<file path="config.mk">
export PLATFORM = sky130hd
export DESIGN_NAME = ad9228_core
export DESIGN_NICKNAME = d
export VERILOG_FILES = /design/src/rtl/ad9228_core.sv
export SDC_FILE = /design/constraint.sdc
export NUM_CORES = 1
export LEC_CHECK = 0
export BUFFER_PORTS_ARGS = -buffer_cell sky130_fd_sc_hd__buf_2
export CAP_MARGIN = 20
export CORE_MARGIN = 2
export CORE_UTILIZATION = 50
export CTS_CLUSTER_SIZE = 8
export DETAILED_ROUTE_END_ITERATION = 8
export PLACE_DENSITY = 0.7
export SLEW_MARGIN = 40
export SYNTH_ARGS = -nofsm -noshare
export SYNTH_HDL_FRONTEND = slang
export SYNTH_SLANG_ARGS = --single-unit
</file>
<file path="constraint.sdc">
create_clock -name clk -period 2.5 [get_ports clk]
set_input_delay 0.75 -clock clk [delete_from_list [all_inputs] [get_ports clk]]
set_output_delay 0.75 -clock clk [all_outputs]
set_load 0.02 [all_outputs]
</file>
<file path="src/rtl/ad9228_core.sv">
// ad9228_core: single-channel deserializer for the AD9228 serial LVDS stream.
// The serial data, frame clock and DDR bit clock are oversampled on the
// fabric clock. Every dco transition delivers one bit, MSB first, and fco
// frames each word: high for the first half of the bits, low for the rest.
//
// Interface contract: there is no ready/valid back-pressure. read_complete is
// a one-cycle valid strobe that qualifies des_data, and des_data holds its
// value until the next strobe. The consumer must accept the word in the cycle
// read_complete is high.
//
// Debug visibility: the FSM state is held in the 'state' signal, using the
// ST_* encodings below, so that checkers can bind to it.

module ad9228_core #(
  parameter int DATA_WIDTH  = 12,
  parameter int SYNC_STAGES = 2
) (
  input  logic                  clk,
  input  logic                  rstn,
  input  logic                  din,
  input  logic                  fco,
  input  logic                  dco,
  output logic [DATA_WIDTH-1:0] des_data,
  output logic                  read_complete
);

  localparam int HALF  = DATA_WIDTH / 2;
  localparam int CNT_W = $clog2(DATA_WIDTH + 1);

  localparam logic [CNT_W-1:0] CNT_ONE  = CNT_W'(1);
  localparam logic [CNT_W-1:0] CNT_HALF = CNT_W'(HALF);
  localparam logic [CNT_W-1:0] CNT_LAST = CNT_W'(DATA_WIDTH - 1);

  // FSM encodings. ST_DONE is the single cycle in which a completed word is
  // published.
  localparam logic [1:0] ST_IDLE  = 2'd0;
  localparam logic [1:0] ST_SHIFT = 2'd1;
  localparam logic [1:0] ST_DONE  = 2'd2;

  logic [SYNC_STAGES-1:0] din_sr;
  logic [SYNC_STAGES-1:0] fco_sr;
  logic [SYNC_STAGES-1:0] dco_sr;
  logic                   din_sync;
  logic                   fco_sync;
  logic                   dco_sync;
  logic                   dco_prev;
  logic                   fco_last;
  logic                   bit_evt;
  logic                   fco_rise;
  logic                   fco_exp;

  logic [1:0]             state;
  logic [1:0]             state_nxt;
  logic [CNT_W-1:0]       bit_cnt;
  logic [CNT_W-1:0]       cnt_nxt;
  logic [DATA_WIDTH-1:0]  shift_reg;
  logic [DATA_WIDTH-1:0]  shift_nxt;

  // Bring the three asynchronous pins into the clk domain. All three pins use
  // the same depth so that din and fco stay aligned with the dco edge they
  // belong to.
  always_ff @(posedge clk or posedge rstn) begin
    if (rstn) begin
      din_sr <= '0;
      fco_sr <= '0;
      dco_sr <= '0;
    end else begin
      din_sr <= {din_sr[SYNC_STAGES-2:0], din};
      fco_sr <= {fco_sr[SYNC_STAGES-2:0], fco};
      dco_sr <= {dco_sr[SYNC_STAGES-2:0], dco};
    end
  end

  assign din_sync = din_sr[SYNC_STAGES-1];
  assign fco_sync = fco_sr[SYNC_STAGES-1];
  assign dco_sync = dco_sr[SYNC_STAGES-1];

  // Track the dco history, which is used to detect either edge. Also track the
  // fco level seen at the previous bit, which is used to detect a frame start.
  // fco_last resets to 0, so the first bit after reset counts as a rise when
  // fco is high.
  always_ff @(posedge clk or posedge rstn) begin
    if (rstn) begin
      dco_prev <= 1'b0;
      fco_last <= 1'b0;
    end else begin
      dco_prev <= dco_sync;
      if (bit_evt) begin
        fco_last <= fco_sync;
      end
    end
  end

  assign bit_evt  = dco_sync ^ dco_prev;
  assign fco_rise = fco_sync & ~fco_last;
  // bit_cnt holds the number of bits already captured. That number is also
  // the index of the bit that arrives next.
  assign fco_exp  = (bit_cnt < CNT_HALF);

  // Next-state logic. It covers frame start, shifting, frame checking against
  // fco, and completion.
  always_comb begin
    state_nxt = state;
    cnt_nxt   = bit_cnt;
    shift_nxt = shift_reg;
    case (state)
      ST_IDLE: begin
        if (bit_evt && fco_rise) begin
          shift_nxt = {{(DATA_WIDTH-1){1'b0}}, din_sync};
          cnt_nxt   = CNT_ONE;
          state_nxt = ST_SHIFT;
        end
      end
      ST_SHIFT: begin
        if (bit_evt) begin
          if (fco_sync == fco_exp) begin
            shift_nxt = {shift_reg[DATA_WIDTH-2:0], din_sync};
            cnt_nxt   = bit_cnt + CNT_ONE;
            if (bit_cnt == CNT_LAST) begin
              state_nxt = ST_DONE;
            end
          end else if (fco_rise) begin
            // A misplaced fco rise abandons the partial word and starts a
            // new frame with this bit.
            shift_nxt = {{(DATA_WIDTH-1){1'b0}}, din_sync};
            cnt_nxt   = CNT_ONE;
          end else begin
            cnt_nxt   = '0;
            state_nxt = ST_IDLE;
          end
        end
      end
      ST_DONE: begin
        cnt_nxt   = '0;
        state_nxt = ST_IDLE;
      end
      default: begin
        cnt_nxt   = '0;
        state_nxt = ST_IDLE;
      end
    endcase
  end

  // Register the FSM state, the bit counter and the shift register.
  always_ff @(posedge clk or posedge rstn) begin
    if (rstn) begin
      state     <= ST_IDLE;
      bit_cnt   <= '0;
      shift_reg <= '0;
    end else begin
      state     <= state_nxt;
      bit_cnt   <= cnt_nxt;
      shift_reg <= shift_nxt;
    end
  end

  // Publish the word one cycle after its final bit is captured. des_data only
  // changes together with the strobe, so it never shows a partial word.
  always_ff @(posedge clk or posedge rstn) begin
    if (rstn) begin
      des_data      <= '0;
      read_complete <= 1'b0;
    end else begin
      read_complete <= (state == ST_DONE);
      if (state == ST_DONE) begin
        des_data <= shift_reg;
      end
    end
  end

endmodule

</file>
## Word-level counts from Yosys, hierarchy flattened

Cells that the tools add are included.

| storage, ports and cells | value |
|---|---|
| register bits after elaboration | 39 |
| input bits | 5 |
| output and inout port bits | 13 |
| word-level logic and storage cells | 46 |

| cells by class | value |
|---|---|
| add/subtract/negate cells | 1 |
| magnitude comparators | 1 |
| eq/ne operators | 9 |
| mux-type cells | 16 |
| bitwise operators | 3 |
| reduce and logical (&&, ||, !) cells | 6 |

Operators by type and width:

| operator | count |
|---|---|
| 2-to-1 mux 12 bit | 4 |
| one-hot mux 12 bit (2 select lines) | 1 |
| 2-to-1 mux 4 bit | 3 |
| 2-to-1 mux 2 bit | 5 |
| != test 3 bit (second input constant) | 3 |
| one-hot mux 4 bit (2 select lines) | 1 |
| AND reduction 4 bit | 2 |
| adder 4 x 1 -> 4 bit (second input constant) | 1 |
| == test 4 bit (second input constant) | 1 |
| less-than comparator 4 x 3 -> 1 bit (second input constant) | 1 |
| != test 2 bit (second input constant) | 2 |
| one-hot mux 2 bit (2 select lines) | 1 |
| == test 2 x 1 -> 1 bit (second input constant) | 1 |
| == test 2 bit (second input constant) | 1 |
| zero test 2 bit | 1 |
| AND reduction 2 bit | 1 |
| nonzero test 2 bit | 1 |
| AND 1 bit | 1 |
| == test 1 bit | 1 |
| logical AND 1 bit | 1 |
| 2-to-1 mux 1 bit | 1 |
| inverter 1 bit | 1 |
| bitwise XOR 1 bit | 1 |

## Logic depth before layout (Yosys ltp)

Gate-level depths: netlist (run 1).

| depth | value |
|---|---|
| depth after elaboration | 6 |
| depth in mapped cells | 5 |

## Least setup slack after synthesis (run 1)

Ideal clock, no wire load.

| path | value |
|---|---|
| path type | reg-to-reg |
| start point | register bit_cnt[2] |
| end point | register shift_reg[10] |
| setup time | 0.121 ns |
| data arrival time | 1.377 ns |
| data required time | 2.379 ns |
| setup slack | 1.002 ns |
| stages on the path, launching flop included | 6 |
| clock period less this slack | 1.498 ns |
| path through | dfrtp_1 a21oi_4 mux2i_4 nor2_4 buf_6 a22o_1 |

| on the way | value |
|---|---|
| word-level cells in the longest chain between the ends | 5 |
| elaborated cells on any way between the ends | 7 |
| classes of those cells | order compare: 1; eq/ne: 2; mux: 3; reduce/logical: 1 |

RTL lines:

| item | RTL line | source |
|---|---|---|
| from (decl) | 54 | `logic [CNT_W-1:0] bit_cnt;` |
| from (signal assigned) | 152 | `bit_cnt <= cnt_nxt;` |
| less-than comparator 4 x 3 -> 1 bit * | 98 | `assign fco_exp = (bit_cnt < CNT_HALF);` |
| == test 1 bit * | 116 | `if (fco_sync == fco_exp) begin` |
| 2-to-1 mux 12 bit | 116 |  |
| 2-to-1 mux 12 bit | 115 | `if (bit_evt) begin` |
| one-hot mux 12 bit (2 select lines) | 106 | `case (state)` |
| to (signal assigned) | 153 | `shift_reg <= shift_nxt;` |
| to (decl) | 56 | `logic [DATA_WIDTH-1:0] shift_reg;` |

Mark *: on every way between the ends. The rest lies on a longest branch, timed or not. The select of a mux whose other input is x is not followed.
A chain may end at the register's enable or synchronous reset.

## Final worst setup path (run 1)

| path | value |
|---|---|
| start point | register dco_prev |
| end point | register shift_reg[0] |

| on the way | value |
|---|---|
| word-level cells in the longest chain between the ends | 4 |
| elaborated cells on any way between the ends | 5 |
| classes of those cells | eq/ne: 2; bitwise: 1; reduce/logical: 2 |

RTL lines:

| item | RTL line | source |
|---|---|---|
| from (decl) | 46 | `logic dco_prev;` |
| from (signal assigned) | 87 | `dco_prev <= dco_sync;` |
| bitwise XOR 1 bit * | 94 | `assign bit_evt = dco_sync ^ dco_prev;` |
| logical AND 1 bit | 108 | `if (bit_evt && fco_rise) begin` |
| != test 2 bit (no source line) | n/a |  |
| AND reduction 4 bit (no source line) * | n/a |  |

Mark *: on every way between the ends. The rest lies on a longest branch, timed or not.

==> results.yml, run 1 <==
run:
  cap_violations: 0
clock_tree:
  numClockSinks: 39
  clk_pin_slew_ns: 0.10
  cts_buffers: 5
  cts_tree: "yes"
  clock_latency_ns: 0.35
  clock-root-buffer: "clkbuf_4"
  htree_num_levels: 2
  cts_setup_buffers: 0
  hold_buffers: 0
  cts_buffer_depth: 2
  post_cts_resized: 0
grt:
  grt_max_degree: 40
  grt_pass1_wl_um: 4340
  grt-ovfl-total: 0
  antenna_found_initial: 0
  grt_pass1_vias: 915
  track_usage_pct: 16.7
floorplan:
  fp.coreArea_sq_um: 3030
  die_x_um: 60.2
  die-area_sq_um: 3620
  die_h_um: 60.2
  initial_core_util_pct: 52.1
  num_rows: 20
  pin_count: 18
layout:
  nets: 137
  area_growth_pct: 11.0
  multi_input_area_sq_um: 558
  fin_area_sq_um: 1750
  fillers: 249
  seqCellArea_sq_um: 976
  post-route-util_pct: 57.8
  drive_above_1_share_pct: 33.3
  diodes: 0
setup_path:
  critical_path_class: "register to register"
  crit_chain: "xor2_2 > and3_1 > a41oi_2 > mux2_1"
  cp-start-kind: "register"
  crit_path_max_fanout: 12
  crit_slowest_cell: "a41oi_2"
  critical_path_required_ns: 2.73
  worst_ep_arrival_time_ns: 2.09
  critPathCaptureType: "register"
  slowest_delay_ns: 0.48
sta:
  setup_viol: 0
  period_share_pct: 74.3
  grt_setup_unrepaired: "false"
  fin_worst_skew_ns: 0.00880
  finalHoldViolCount: 0
  period_minus_slack_ns: 1.86
  max_freq_mhz: 539
  worst_slew_pin_slew_ns: 0.572
  setup_tns_ns: 0
  holdWs_ns: 0.357
  maxSlewHeadroom_pct: 61.8
  report.final.slew_viol_count: 0
placement:
  routabilityCongestion: 0.859
  place_area_sq_um: 1700
  place_hpwl_um: 1720
  io_buffers: 17
yosys:
  ys_types: 37
  yosysSeqAreaShare_pct: 61.9
  synth_seq_cells: 39
  syn_area_sq_um: 1580
  syn_nets: 115
  synthFlopType: "dfrtp_1"
  netlist_top_cells_area: "dfrtp_1 (62%), a22o_1 (6.7%), mux2_2 (6.4%), mux2_1 (2.9%), buf_6 (1.4%)"
  synth_edf_count: 0
  netlist_instances: 109
  ys_top_cells_by_count: "dfrtp_1 (39), a22o_1 (12), mux2_2 (9)"
  syn_area_per_cell_sq_um: 14.5
  yosysTopAreaCell: "dfrtp_1"
  yosysMostFrequentCell: "dfrtp_1"
  synth_warnings: 0
  synth_top_area_share_pct: 61.9
  async_reset_ff_share_pct: 100
status:
  status: "finished, final reports clean"
power:
  irDropWorstVdd_mv: 0.416
  switchingPower_w: 0.000441
  p_int_w: 0.000960
  p_leak_nw: 0.891
  seqPwrFrac_pct: 58.2
  power_w: 0.00140
  clkPwrFrac_pct: 22.1
  swShare_pct: 31.5
  power_density_nw_per_um2: 800
  pwr-share-comb_pct: 19.7
route:
  wire_per_inst_um: 14.0
  drt_iter0_markers: 40
  route.detailed.drc: 0
  ant_nets: 0
  vias: 935
  dr.pass1.iters: 5
  routed_via_density: 5.31
  wirelength_um: 2470
hold_path:
  hold_path_class: "register to register"
-- critical path: cells and delay by family (launching register included) --
| family | cells | cell delay (ns) |
|---|---|---|
| compound gates | 1 | 0.48 |
| xor+xnor | 1 | 0.23 |
| flops | 1 | 0.43 |
| mux | 1 | 0.38 |
| simple gates | 1 | 0.22 |
-- power groups by stage --
stage / Combinational, W / Sequential [W] / Clock, W
finish: 0.000276 / 0.000815 / 0.000310
detailed placement: 0.000275 / 0.000828 / 0
global placement: 0.000267 / 0.000822 / 0
CTS: 0.000278 / 0.000813 / 0.000319
floorplan: 0.000240 / 0.000801 / 0
global route: 0.000307 / 0.000831 / 0.000346
-- final timing paths --
check	from	to	slack (ns)	cells after the start
worst max-delay path	dco_prev	shift_reg[0]	0.64	4
max in group asynchronous	rstn	read_complete	1.68	3
worst min-delay path	fco_sr[0]	fco_sr[1]	0.36	0
worst min register to register	fco_sr[0]	fco_sr[1]	0.36	0
min in group asynchronous	rstn	des_data[6]	0.49	3
worst max register to register	dco_prev	shift_reg[0]	0.64	4
-- kinds of logic after synthesis --
kind of cell | count (synthesis) | synth area share (%)
DFF | 39 | 61.9
AOI/OAI and AO/OA | 25 | 14.1
and+or+nand+nor | 21 | 8.18
muxes | 14 | 10.7
buffers and inverters | 7 | 2.70
xor gates and xnor gates | 2 | 1.59
adders and majority gates | 1 | 0.794
-- final cells by class --
cell class | count | share of cell area, %
sequential | 39 | 55.8
multi-input combinational | 63 | 31.9
timing repair buffer | 18 | 5.29
tap | 44 | 3.15
clock buffer | 6 | 2.36
inverter | 4 | 0.858
clock inverter | 2 | 0.715
-- cell usage in the layout (no fill, tap or decap), types with 2 or more instances in the layout --
master	Yosys	layout
dfrtp_1	39	39
buf_2	1	17
a22o_1	12	12
mux2_2	9	9
nand2_1	6	6
clkbuf_4	0	5
mux2_1	4	4
inv_1	3	3
nor2_1	3	3
o311a_1	2	2
a221o_1	2	2
-- through the flow --
stage | worst slack (ns) | instances
2_1_floorplan | 0.861 | 109
3_3_place_gp | 0.710 | 168
3_5_place_dp | 0.636 | 168
4_1_cts | 0.621 | 176
5_1_grt | 0.544 | 176
6_report | 0.643 | 176
-- routing by layer --
metal | global-route usage [%] | vias to the layer above | wire length (um)
met5 | 0 | - | 0
met4 | 7.94 | 0 | 42
met3 | 6.28 | 6 | 123
met2 | 24.8 | 23 | 1160
met1 | 21.4 | 463 | 1150
li1 | - | 443 | -
Power figures use the tool's default switching activity.
==> run 2, diff against run 1 <==
--- a/config.mk
+++ b/config.mk
@@ -11,7 +11,7 @@
 export CORE_UTILIZATION = 50
 export CTS_CLUSTER_SIZE = 8
 export DETAILED_ROUTE_END_ITERATION = 8
-export PLACE_DENSITY = 0.7
+export PLACE_DENSITY = 0.73
 export SLEW_MARGIN = 40
 export SYNTH_ARGS = -nofsm -noshare
 export SYNTH_HDL_FRONTEND = slang
==> constraint.sdc (replaced) <==
create_clock -name clk -period 1.6 [get_ports clk]
set_input_delay 0.48 -clock clk [delete_from_list [all_inputs] [get_ports clk]]
set_output_delay 0.48 -clock clk [all_outputs]
set_load 0.02 [all_outputs]
==> results.yml, run 2 (synthesized netlist as in run 1, its figures left out) <==
status:
  status: "finished, final reports clean"
setup_path:
  critical_path_required_ns: 1.83
  cp-start-kind: "register"
  rr_startpoint: "bit_cnt[1]"
  reg2reg_slack_ns: 0.05
  critPathLaunch: "bit_cnt[1]"
  critPathCaptureType: "register"
  critical_path_class: "register to register"
  path_depth: 4
  slowest_delay_ns: 0.47
  reg2reg_depth: 4
  crit_family: "compound AO/OA/AOI/OAI gates"
  crit_path_max_fanout: 15
  crit_chain: "a21oi_4 > mux2i_4 > nor2_4 > a221o_1"
  cp-endpoint: "bit_cnt[3]"
  crit_slowest_cell: "dfrtp_2"
  worst_ep_arrival_time_ns: 1.79
  reg2reg_to: "bit_cnt[3]"
  crit_buf_inv: 0
route:
  route.detailed.drc: 0
  drt_iter0_markers: 39
  dr.pass1.iters: 4
  wirelength_um: 2680
  vias: 971
  routed_via_density: 5.34
  ant_nets: 0
  wire_per_inst_um: 14.7
floorplan:
  die_x_um: 60.2
  fp.coreArea_sq_um: 3030
  num_rows: 20
  die-area_sq_um: 3620
  pin_count: 18
  initial_core_util_pct: 52.1
  die_h_um: 60.2
clock_tree:
  cts_buffers: 5
  clk_pin_slew_ns: 0.11
  numClockSinks: 39
  clock_latency_ns: 0.35
  cts_buffer_depth: 2
  hold_buffers: 0
  clock-root-buffer: "clkbuf_4"
  htree_num_levels: 2
  cts_tree: "yes"
run:
  cap_violations: 0
grt:
  grt-ovfl-total: 0
  grt_max_degree: 23
  track_usage_pct: 18.0
  antenna_found_initial: 0
  grt_pass1_wl_um: 4630
  grt_pass1_vias: 964
layout:
  diodes: 0
  mostFrequentLayoutCell: "dfrtp_1"
  fillers: 234
  final_cell_mix: "dfrtp_1 (35), buf_2 (17), a22o_1 (12), mux2_2 (9), nand2_1 (6)"
  nets: 143
  area_growth_pct: 20.2
  finalNonFillerCells: 182
  drive_above_1_share_pct: 39.9
  fin_area_sq_um: 1890
sta:
  setup_viol: 0
  fin_worst_skew_ns: 0.0171
  maxSlewHeadroom_pct: 71.4
  period_share_pct: 97.0
  finalHoldViolCount: 0
  worst_slew_pin_slew_ns: 0.429
  grt_setup_unrepaired: "true"
  report.final.slew_viol_count: 0
  max_freq_mhz: 644
  period_minus_slack_ns: 1.55
power:
  irDropWorstVdd_mv: 0.798
  p_leak_nw: 0.957
  power_density_nw_per_um2: 1360
placement:
  io_buffers: 17
  place_hpwl_um: 1920
  routabilityCongestion: 0.786
  place_area_sq_um: 1760
  dp.cells: 173
hold_path:
  hold_path_class: "input port to async pin"
-- run 2: cell types whose count changed in the layout (fill, tap and decap cells not counted), moves of 2 or more --
cell | previous run | this run
buf_12 | 0 | 2
buf_4 | 1 | 5
bufinv_16 | 0 | 2
dfrtp_1 | 39 | 35
dfrtp_2 | 0 | 4
-- run 2: report_power, final --
part	switching (W)	total [W]	leakage (nW)	internal, W
sequential	0.000159	0.00128	0.512	0.00112
clock	0.000313	0.000801	0.0525	0.000488
combinational	0.000232	0.000499	0.393	0.000267
-- run 2: layer usage --
metal / global-route usage (%) / up-vias / share of wire (%)
met1: 23.3 / 490 / 46
met4: 6.67 / 0 / 0.67
met2: 28.1 / 26 / 49
li1: - / 453 / -
met3: 5.84 / 2 / 4.1
met5: 0 / - / 0
-- run 2: through the flow --
stage                     setup WS, ns  utilization (%)  setup TNS, ns  total power, W  hold slack, ns
after floorplan                  0.102                -              0         0.00163           0.331
after CTS                       0.0129             61.4              0         0.00256           0.115
after global routing           -0.0236             62.6        -0.0622         0.00273           0.131
after global placement          0.0372             58.1              0         0.00174           0.334
final                           0.0479             62.6              0         0.00258           0.110
after detailed placement        0.0294             58.1              0         0.00175           0.335
-- run 2: repair_timing --
action	CTS	global route
resized for setup	0	8
setup buffers	0	1
setup endpoints to repair	0	16
-- run 2: final cells by class --
type,count,area [sq um],area share [%]
Timing Repair Buffer,24,163,8.59
Clock buffer,6,41.3,2.18
Clock inverter,2,60.1,3.17
Tap cell,44,55.1,2.91
Multi-Input combinational cell,63,579,30.6
Inverter,4,15.0,0.793
Sequential cell,39,981,51.8
-- run 2: how the worst min path moves through the flow --
stage,end,slack (ns),start
3_5_place_dp,din_sr[1],0.33,din_sr[0]
3_3_place_gp,fco_sr[1],0.33,fco_sr[0]
5_1_grt,din_sr[1],0.13,rstn
6_report,bit_cnt[2],0.11,rstn
4_1_cts,bit_cnt[2],0.12,rstn
2_1_floorplan,dco_sr[1],0.33,dco_sr[0]
